===== src/rtl/store_req_queue.sv =====
// rtl/store_req_queue.sv - in-order store/AMO request FIFO with empty-queue bypass
module store_req_queue #(
  parameter int unsigned DEPTH      = 2,
  parameter type         lsu_ctrl_t = logic [63:0]
) (
  input  logic                       clk_i,
  input  logic                       rst_ni,
  input  logic                       flush_i,
  input  logic                       valid_i,
  input  lsu_ctrl_t                  lsu_ctrl_i,
  output logic                       ready_o,
  output logic                       st_valid_o,
  output lsu_ctrl_t                  st_ctrl_o,
  input  logic                       pop_st_i,
  output logic [$clog2(DEPTH+1)-1:0] usage_o
);

  localparam int unsigned PW = $clog2(DEPTH);
  localparam int unsigned CW = $clog2(DEPTH+1);

  lsu_ctrl_t         mem_q [DEPTH];
  logic [PW-1:0]     rptr_q, wptr_q;
  logic [CW-1:0]     count_q;
  logic              empty, full, push, pop;

  assign empty = (count_q == '0);
  assign full  = (count_q == CW'(DEPTH));

  // An empty queue with a same-cycle pop hands the request straight through
  assign push = valid_i && !full && !flush_i && !(empty && pop_st_i);
  assign pop  = pop_st_i && !empty && !flush_i;

  assign ready_o    = !full;
  assign st_valid_o = !flush_i && (!empty || valid_i);
  assign st_ctrl_o  = empty ? lsu_ctrl_i : mem_q[rptr_q];
  assign usage_o    = count_q;

  always_ff @(posedge clk_i or negedge rst_ni) begin
    if (!rst_ni) begin
      rptr_q  <= '0;
      wptr_q  <= '0;
      count_q <= '0;
      for (int i = 0; i < int'(DEPTH); i++) begin
        mem_q[i] <= '0;
      end
    end else if (flush_i) begin
      rptr_q  <= '0;
      wptr_q  <= '0;
      count_q <= '0;
    end else begin
      if (push) begin
        mem_q[wptr_q] <= lsu_ctrl_i;
        wptr_q        <= wptr_q + 1'b1;
      end
      if (pop) begin
        rptr_q <= rptr_q + 1'b1;
      end
      count_q <= count_q + CW'(push) - CW'(pop);
    end
  end

  a_no_push_when_full : assert property (@(posedge clk_i) disable iff (!rst_ni)
    !(valid_i && full && !flush_i));

  a_no_pop_when_idle : assert property (@(posedge clk_i) disable iff (!rst_ni)
    !(pop_st_i && empty && !valid_i && !flush_i));

endmodule


===== config.mk =====
export PLATFORM = sky130hd
export DESIGN_NAME = store_req_queue
export DESIGN_NICKNAME = d
export VERILOG_FILES = /design/src/rtl/store_req_queue.sv
export SDC_FILE = /design/constraint.sdc
export NUM_CORES = 1
export LEC_CHECK = 0
export BUFFER_PORTS_ARGS = -buffer_cell sky130_fd_sc_hd__buf_2
export CORE_MARGIN = 5
export CORE_UTILIZATION = 45
export CTS_CLUSTER_SIZE = 10
export DETAILED_ROUTE_END_ITERATION = 10
export PLACE_DENSITY_LB_ADDON = 0.25
export SYNTH_ARGS = -nofsm -noshare
export SYNTH_HDL_FRONTEND = slang
export SYNTH_SLANG_ARGS = --single-unit
export TNS_END_PERCENT = 30

===== constraint.sdc =====
create_clock -name clk_i -period 1.7 [get_ports clk_i]
set_clock_uncertainty 0.05 [all_clocks]
set_input_delay 0.34 -clock clk_i [delete_from_list [all_inputs] [get_ports clk_i]]
set_output_delay 0.34 -clock clk_i [all_outputs]
set_load 0.005 [all_outputs]

## After elaboration in Yosys (flattened, before gate mapping)

Index checks and enable logic that the tools add are counted.

- Register bits after elaboration: 132
- Latch bits: 0
- RAM bits: 0
- Memory bits (read-only): 0
- Input port bits: 69
- Output and inout bits: 68
- Word-level logic and storage cells: 45
- Memories: 0

- Add/sub/neg operators: 4
- Multiply operators: 0
- Divide/modulo/power cells: 0
- $lt $le $gt $ge: 3
- Equal/unequal tests: 1
- Shifts and indexed selects: 0
- Mux-type cells: 12
- Bitwise operators: 3
- Reductions and logical operators: 17

Operator list:

| operator | count |
|---|---|
| 64-bit two-way mux | 5 |
| 128-bit bitwise mux | 1 |
| 64-bit demux with 1-bit select | 1 |
| 1-bit logical AND | 8 |
| 2-bit greater-or-equal comparator (second input constant) | 2 |
| 1-bit zero test | 4 |
| 1-bit two-way mux | 4 |
| 1-bit NOT with 2-bit output | 2 |
| 2-bit nonzero test | 2 |
| 1-bit adder (second input constant) | 2 |
| 2-bit by 1-bit adder with 2-bit output | 1 |
| 2-bit == test (second input constant) | 1 |
| 2-bit zero test | 1 |
| 2-bit by 1-bit < comparator with 1-bit output (second input constant) | 1 |
| 2-bit two-way mux | 1 |
| 2-bit AND reduction | 1 |
| 2-bit by 1-bit subtractor with 2-bit output | 1 |
| 1-bit logical OR | 1 |
| 1-bit NOT | 1 |

## Logic depth before layout (Yosys ltp)

Gate-level depths: netlist of the first run.

- Depth after elaboration: 8
- Depth in mapped cells: 8
- Mapped depth without buffers: 8

## Worst setup path before layout of the first run

Ideal clock, no wire load.

- Path kind: reg2reg
- Start point: reg count_q[1] (netlist: usage_o[1])
- End point: reg count_q[1] (netlist: usage_o[1])
- Library setup time: 0.086 ns
- Arrival time: 1.603 ns
- Path slack: -0.039 ns
- Cell stages (with the launch flop): 9
- Buffers on the path: 0
- Clock period less this slack: 1.739 ns
- Cells stage by stage: dfrtp_1 > o21ai_0 > nor2_1 > ha_1 > inv_1 > ha_1 > xor2_1 > and2_1 > nor3_1

- Longest elaborated chain between the ends: 8
- Elaborated cells between the ends (all ways): 14
- Those cells by class: add/sub: 2; eq/ne: 1; mux: 1; reduce/logical: 10

RTL lines:

| what | line | RTL |
|---|---|---|
| start: declaration | 23 | `logic [CW-1:0] count_q;` |
| start signal: assignment | 58 | `count_q <= count_q + CW'(push) - CW'(pop);` |
| 2-bit == test | 27 | `assign full = (count_q == CW'(DEPTH));` |
| 1-bit zero test | 30 | `assign push = valid_i && !full && !flush_i && !(empty && pop_st_i);` |
| 1-bit logical AND (3 in series) | 30 |  |
| 2-bit by 1-bit adder with 2-bit output | 58 |  |
| 2-bit by 1-bit subtractor with 2-bit output (*) | 58 |  |
| 2-bit two-way mux (*) | 46 | `end else if (flush_i) begin` |

Every way passes the cells marked *; elsewhere a longest branch is shown, timed or not.
A chain may end at the register's enable or synchronous reset.

==> impl_metrics.tcl, run 1 <==
set metrics [dict create \
    die_height_um 131 \
    hpwl_mm 9.76 \
    arrival_ns 1.70 \
    vias_per_cell 5.32 \
    drt_wl_total_mm 16.5 \
    diodes 0 \
    seq_area_frac_synth_pct 49.8 \
    cts_buffer_depth 2 \
    overflow 0 \
    netlist_area_um2 6630 \
    clk_latency_ns 0.41 \
    yosysUniqueCellTypes 27 \
    syn_avg_cell_area_um2 13.0 \
    final_hold_viol_count 0 \
    syn_inst 512 \
    die_area_um2 17300 \
    grt_pass1_vias 4888 \
    critPathKind "reg -> out" \
    fillers 1095 \
    worstMarginPinSlew_ns 0.296 \
    maxSlewViolCount 0 \
    drt_iter0_drc 204 \
    clk_pin_slew_ns 0.06 \
    cts_max_level 4 \
    row_count 44 \
    area_growth_syn_to_layout_pct 35.7 \
    dpl_cell_area_um2 7620 \
    min_period_ns 2.09 \
    cts_num_sinks 132 \
    start_util_pct 45.8 \
    rsz0062_at_grt "true" \
    synth_seq_cells 132 \
    root_buffer "clkbuf_16" \
    layout_commonest_cell "buf_2" \
    p_per_area_nw_per_um2 1480 \
    syn-num-nets 583 \
    failed_checks "setup timing" \
    grt_max_degree 55 \
    relSlewSlack_pct 80.3 \
    wl_per_cell_um 18.9 \
    vdd_drop_max_mv 0.941 \
    fmax_mhz 478 \
    numCtsBuffers 17 \
    hold_class "in -> reg" \
    ios 137 \
    cts_tree "done" \
    grt_pass1_wl_mm 25.1 \
    required_ns 1.31 \
    track_usage_pct 17.8 \
    cap_viol_max_count 0 \
    status "finished with violations" \
    drt-pass1-iter-count 4 \
    finalNetCount 747 \
    setup_slack_ns -0.390 \
    chipWidth_um 131 \
    fin_crit_sh_pct 123 \
    start_kind "flip-flop" \
    drive_above_1_share_pct 63.3 \
    power_leakage_nw 3.96 \
    ys_warn_count 0 \
    antenna_found_initial 0 \
    layout_common_cells "buf_2 (135), dfrtp_1 (129), mux2_4 (64)" \
    design_area_um2 9000 \
    crit_fanout 13 \
    vias 4646 \
    portBuffers 136 \
    place_congestion 0.788 \
    pre_cts_slack_ns -0.129 \
    drc 0 \
    ant_nets 0 \
    coreArea_um2 14500 \
    cp-end-kind "primary output" \
    setup_viol 196 \
]
layer usage:
layer / up-vias / share of wire [%] / global-route usage (%)
met2: 136 / 48 / 27.7
met1: 2359 / 46 / 23.8
met4: 0 / 0.91 / 5.03
met5: - / 0 / 0
li1: 2136 / - / -
met3: 15 / 5.4 / 6.27
synth_stat cells, drive strengths merged:
library cell / count / area (um2)
dfrtp: 132 / 3300
mux2: 128 / 1670
nor2: 70 / 263
a21oi: 64 / 320
mux2i: 64 / 641
buf: 29 / 278
clkbuf: 7 / 26.3
ha: 2 / 25.0
inv: 2 / 7.51
xor2: 2 / 17.5
a211o: 1 / 10.0
and2: 1 / 6.26
and4b: 1 / 10.0
nand2: 1 / 3.75
nand3: 1 / 5.00
nand3b: 1 / 7.51
nor2b: 1 / 6.26
nor3: 1 / 5.00
o21ai: 1 / 5.00
o21bai: 1 / 11.3
or2: 1 / 6.26
or2b: 1 / 8.76
path summary, 6_finish.rpt:
path,from,endpoint,slack [ns],cells after the start
setup / recovery,usage_o[0],st_ctrl_o[0],-0.39,4
hold / removal,lsu_ctrl_i[1],mem_q[65],0.13,2
setup reg to reg,usage_o[1],usage_o[1],-0.29,9
hold reg to reg,mem_q[64],mem_q[64],0.45,1
max in group asynchronous,rst_ni,usage_o[1],0.73,3
min in group asynchronous,rst_ni,mem_q[116],0.30,2
metrics by stage:
step	util (%)	cells	total power, mW	setup TNS (ns)	hold slack (ns)
floorplan	-	512	7.54	0	-0.00559
global placement	52.6	823	8.64	-0.344	0.177
detailed placement	52.6	823	8.85	-1.89	0.182
CTS	57.8	861	12.6	-29.08	0.0922
global route	62.1	873	14.0	-47.83	0.121
finish	62.1	873	13.3	-37.31	0.130
cell type report:
type / instances / area (um2) / share of cell area (%)
multi-input combinational: 345 / 3530 / 39.2
clock buffer: 23 / 488 / 5.42
inverter: 2 / 7.51 / 0.0834
clock inverter: 9 / 77.6 / 0.862
tap: 184 / 230 / 2.56
timing repair buffer: 178 / 1350 / 15.0
sequential: 132 / 3310 / 36.8
timing repair:
action | CTS | global route
gates resized for setup | 32 | 109
hold buffers | 1 | 0
gates cloned | 3 | 12
endpoints found under the setup margin | 92 | 196
hold endpoints to repair | 14 | 0
pin swaps | 2 | 3
buffers inserted | 2 | 0
registers in the layout, indices dropped and copies added (netlist names):
signal,flops
usage_o,2
rptr_q,1
mem_q,128
wptr_q,1
where the power goes:
part / internal [mW] / total (mW) / switching (mW)
Combinational: 2.76 / 4.74 / 1.97
Sequential: 4.38 / 5.10 / 0.716
Clock: 2.15 / 3.48 / 1.33
Total: 9.29 / 13.3 / 4.01
kinds of logic after synthesis:
family,synth area share [%]
AOI/OAI and AO/OA,5.23
adders and majority gates,0.377
and+or+nand+nor,4.85
muxes,34.8
buffers and inverters,4.70
xor gates and xnor gates,0.264
DFF,49.8
critical path: stages, from the launching register on:
cell and delay (ns):
dfrtp_2 0.44, or2_4 0.36, clkbuf_16 0.21, a21oi_2 0.15, buf_2 0.13
No activity file was read; power rests on OpenSTA's default activity.
==> inputs of run 2 (changes only) <==
--- a/config.mk
+++ b/config.mk
@@ -11,6 +11,7 @@
 export CTS_CLUSTER_SIZE = 10
 export DETAILED_ROUTE_END_ITERATION = 10
 export PLACE_DENSITY_LB_ADDON = 0.25
+export REMOVE_ABC_BUFFERS = 1
 export SYNTH_ARGS = -nofsm -noshare
 export SYNTH_HDL_FRONTEND = slang
 export SYNTH_SLANG_ARGS = --single-unit
==> run 2 against run 1 <==
Effect of this change: the flow still finishes with violations (setup timing); maximum frequency down 3.4%; critical path depth up 1; power up 6.6%; cell count up 0.57%; critical path type unchanged; clock power up 20%; via count up 0.97%; highest routed layer unchanged; final area up 2.2%; routed wire length up 5.3%; sequential share of layout area down 0.80 points; count of clock-buffer cells in the layout down 4; combinational power up 3%; die area unchanged.
==> impl_metrics.tcl, run 2 (synthesis gave the netlist of run 1 again) <==
set metrics [dict create \
    cts_tree "done" \
    numCtsBuffers 17 \
    drc 0 \
    drt_iter0_drc 180 \
    clk_pin_slew_ns 0.06 \
    largest_reg_flops 128 \
    start_kind "flip-flop" \
    drive_above_1_share_pct 64.1 \
    coreArea_um2 14500 \
    final_hold_viol_count 0 \
    ant_nets 0 \
    vias_per_cell 5.34 \
    dpl_cell_area_um2 7580 \
    cts_buffer_depth 2 \
    diodes 0 \
    vdd_drop_max_mv 0.770 \
    top_register "mem_q" \
    required_ns 1.31 \
    setup_viol 196 \
    arrival_ns 1.77 \
    design_area_um2 9200 \
    worstHoldStart "flush_i" \
    cp-end-kind "primary output" \
    drt_wl_total_mm 17.4 \
    grt_pass1_vias 4859 \
    row_count 44 \
    crit_path_start "rptr_q" \
    clk_latency_ns 0.41 \
    ios 137 \
    status "finished with violations" \
    die_area_um2 17300 \
    antenna_found_initial 0 \
    p_per_area_nw_per_um2 1540 \
    power_leakage_nw 4.05 \
    overflow 0 \
    grt_max_degree 75 \
    track_usage_pct 16.8 \
    fin_cells 878 \
    min_period_ns 2.16 \
    layout_common_cells "buf_2 (133), dfrtp_1 (129), mux2_4 (62)" \
    chipWidth_um 131 \
    layout_commonest_cell "buf_2" \
    worst_hold_slack_ns 0.116 \
    area_growth_syn_to_layout_pct 38.7 \
    grt_pass1_wl_mm 24.0 \
    maxSlewViolCount 0 \
    portBuffers 136 \
    finalPower_mw 14.2 \
    root_buffer "clkbuf_16" \
    drt-pass1-iter-count 4 \
    hold_class "in -> reg" \
    relSlewSlack_pct 72.6 \
    seqCellArea_um2 3310 \
    reg2reg_from "usage_o[0]" \
    vias 4691 \
    place_congestion 0.750 \
    fillers 1113 \
    start_util_pct 45.8 \
    fin_crit_sh_pct 127 \
    rsz0062_at_grt "true" \
    wl_per_cell_um 19.8 \
    cts_num_sinks 132 \
    placed_cells 816 \
    failed_checks "setup timing" \
    finalNetCount 752 \
    hpwl_mm 9.39 \
    setup_slack_ns -0.463 \
    die_height_um 131 \
    critPathKind "reg -> out" \
    crit_fanout 9 \
    multi_input_area_um2 3510 \
    fmax_mhz 462 \
    worstMarginPinSlew_ns 0.411 \
    cap_viol_max_count 0 \
    cts_max_level 4 \
]
run 2: metal layers:
metal	vias to the layer above	part of all wire, %	global-route usage [%]
met1	2407	42	20.8
met5	-	0	0
li1	2150	-	-
met3	23	4.4	4.70
met4	0	1.6	6.46
met2	111	52	28.0
run 2: worst max-delay path, cell delays in order (launching register included):
cell and delay (ns):
dfrtp_4 0.52, buf_12 0.17, buf_12 0.15, mux2i_1 0.26
a21oi_2 0.11, buf_2 0.13
run 2: area by class of cell:
cell class	instances	share of cell area, %
repair buffers	184	16.0
inverters	2	0.0816
clock buffers	19	4.82
clock inverters	13	2.50
multi-input cells	344	38.1
well taps	184	2.50
flip-flops and latches	132	36.0
run 2: stage by stage:
step | worst slack [ns] | util (%) | setup TNS, ns
after floorplan | -1.98 | - | -306.90
after global placement | -0.128 | 52.3 | -4.89
after detailed placement | -0.197 | 52.3 | -5.78
after CTS | -0.406 | 58.2 | -27.41
after global routing | -0.508 | 63.5 | -45.43
final | -0.463 | 63.5 | -35.75
run 2: path summary, 6_finish.rpt:
| check | end | slack [ns] | depth (start not counted) |
|---|---|---|---|
| min in group asynchronous | usage_o[1] | 0.42 | 3 |
| max in group asynchronous | mem_q[105] | 0.81 | 3 |
| max reg2reg | usage_o[1] | -0.27 | 10 |
| max | st_ctrl_o[9] | -0.46 | 5 |
| min reg2reg | mem_q[78] | 0.44 | 1 |
| min | usage_o[0] | 0.12 | 2 |
run 2: timing repair:
action | 4_1_cts | 5_1_grt
endpoints found under the hold margin | 132 | 0
gates resized for setup | 31 | 116
gates cloned | 0 | 16
pin swaps | 7 | 17
endpoints found under the setup margin | 131 | 197
hold buffers | 1 | 0
buffers inserted | 8 | 5
run 2: power by group:
group | leakage (nW) | internal [mW] | total (mW) | switching, mW
registers | 1.60 | 4.38 | 5.11 | 0.730
logic | 2.13 | 2.86 | 4.90 | 2.05
clock network | 0.319 | 2.79 | 4.17 | 1.38
==> inputs of run 3 (changes only) <==
--- a/config.mk
+++ b/config.mk
@@ -6,12 +6,13 @@
 export NUM_CORES = 1
 export LEC_CHECK = 0
 export BUFFER_PORTS_ARGS = -buffer_cell sky130_fd_sc_hd__buf_2
-export CORE_MARGIN = 5
+export CORE_MARGIN = 2
 export CORE_UTILIZATION = 45
 export CTS_CLUSTER_SIZE = 10
 export DETAILED_ROUTE_END_ITERATION = 10
 export PLACE_DENSITY_LB_ADDON = 0.25
 export REMOVE_ABC_BUFFERS = 1
+export SLEW_MARGIN = 20
 export SYNTH_ARGS = -nofsm -noshare
 export SYNTH_HDL_FRONTEND = slang
 export SYNTH_SLANG_ARGS = --single-unit
==> run 3 against run 2 <==
Effect of this change: non-clock buffer count down 11; critical endpoint is now st_ctrl_o[54]; global-route usage up 2.3 points; clock power about the same; power down 2.9%; die area down 8.9%; setup slack better by 0.047 ns; maximum frequency up 2.2%; final area down 2.9%; via count down 3.4%; cell count down 1.5%; the flow still finishes with violations (setup timing); worst hold slack better by 0.025 ns.
==> impl_metrics.tcl, run 3 (synthesis gave the netlist of run 1 again) <==
set metrics [dict create \
    utilization_pct 61.7 \
    overflow 0 \
    required_ns 1.31 \
    vias_per_cell 5.24 \
    layout_commonest_cell "buf_2" \
    clk_pin_slew_ns 0.06 \
    power_leakage_nw 3.96 \
    vdd_drop_max_mv 0.960 \
    portBuffers 136 \
    critPathKind "reg -> out" \
    vias 4530 \
    cts_max_level 4 \
    relSlewSlack_pct 75.0 \
    ios 137 \
    start_kind "flip-flop" \
    place_congestion 0.772 \
    arrival_ns 1.73 \
    worstMarginPinSlew_ns 0.375 \
    fillers 1127 \
    setup_viol 164 \
    cp-end-kind "primary output" \
    drt_iter0_drc 153 \
    chipWidth_um 125 \
    fin_crit_sh_pct 124 \
    die_height_um 125 \
    cts_num_sinks 132 \
    clk_latency_ns 0.41 \
    die_area_um2 15700 \
    hpwl_mm 8.97 \
    dpl_cell_area_um2 7560 \
    largest_reg_flops 128 \
    design_area_um2 8930 \
    finalNetCount 739 \
    rsz0062_at_grt "true" \
    cts_buffer_depth 2 \
    coreArea_um2 14500 \
    grt_pass1_vias 4740 \
    fin_cells 865 \
    row_count 44 \
    r2r_setup_slack_ns -0.27 \
    placed_cells 816 \
    crit_fanout 18 \
    drc 0 \
    maxSlewViolCount 0 \
    final_hold_viol_count 0 \
    numCtsBuffers 17 \
    grt_max_degree 69 \
    layout_common_cells "buf_2 (135), dfrtp_1 (131), mux2_4 (66)" \
    grt_pass1_wl_mm 24.1 \
    ant_nets 0 \
    root_buffer "clkbuf_16" \
    fin_tns_setup_ns -32.41 \
    setup_slack_ns -0.416 \
    wl_per_cell_um 17.3 \
    fmax_mhz 473 \
    cap_viol_max_count 0 \
    area_growth_syn_to_layout_pct 34.7 \
    hold_class "in -> reg" \
    track_usage_pct 19.1 \
    cts_tree "done" \
    diodes 0 \
    status "finished with violations" \
    antenna_found_initial 0 \
    start_util_pct 45.8 \
    drt_wl_total_mm 15.0 \
    drive_above_1_share_pct 60.5 \
    drt-pass1-iter-count 4 \
    p_per_area_nw_per_um2 1540 \
    top_register "mem_q" \
    failed_checks "setup timing" \
    min_period_ns 2.12 \
]
run 3: where the power goes:
group	internal (mW)	total, mW	switching (mW)
Sequential	4.38	5.09	0.709
Combinational	2.67	4.50	1.83
Clock	2.83	4.19	1.36
run 3: timing repair:
item,4_1_cts,5_1_grt
setup endpoints to repair,110,196
pin swaps,8,4
endpoints found under the hold margin,132,0
setup buffers,7,3
cloned,4,3
resized for setup,38,82
hold buffers,1,0
run 3: final timing paths:
check,startpoint,end,depth (start not counted)
setup / recovery,usage_o[1],st_ctrl_o[54],6
hold / removal,lsu_ctrl_i[45],mem_q[45],2
setup reg to reg,usage_o[1],usage_o[1],10
hold reg to reg,mem_q[65],mem_q[65],1
max in group asynchronous,rst_ni,mem_q[8],3
min in group asynchronous,rst_ni,usage_o[1],2
run 3: through the flow:
step | power (mW) | setup WS [ns] | hold WS, ns
floorplan | 7.53 | -1.98 | -0.00559
global placement | 8.59 | -0.0468 | 0.110
detailed placement | 8.79 | -0.163 | 0.112
CTS | 13.5 | -0.401 | 0.116
global route | 14.5 | -0.498 | 0.125
finish | 13.8 | -0.416 | 0.141
run 3: layout make-up:
type	instances	area, um2	area share (%)
tap	184	230	2.58
clock inverter	13	228	2.55
inverter	2	7.51	0.0840
multi-input combinational	342	3410	38.2
timing repair buffer	173	1290	14.5
clock buffer	19	453	5.07
sequential	132	3310	37.0
run 3: per-layer routing:
metal	track usage [%]	wire length, um
met3	3.98	472
met2	31.3	7430
met5	0	0
met4	6.47	264
met1	25.3	6810
run 3: critical path, stage by stage (launching register included):
cell	delay, ns
dfrtp_1	0.38
or2_4	0.33
buf_12	0.16
buf_8	0.16
nor2_2	0.11
a21oi_2	0.04
buf_2	0.14
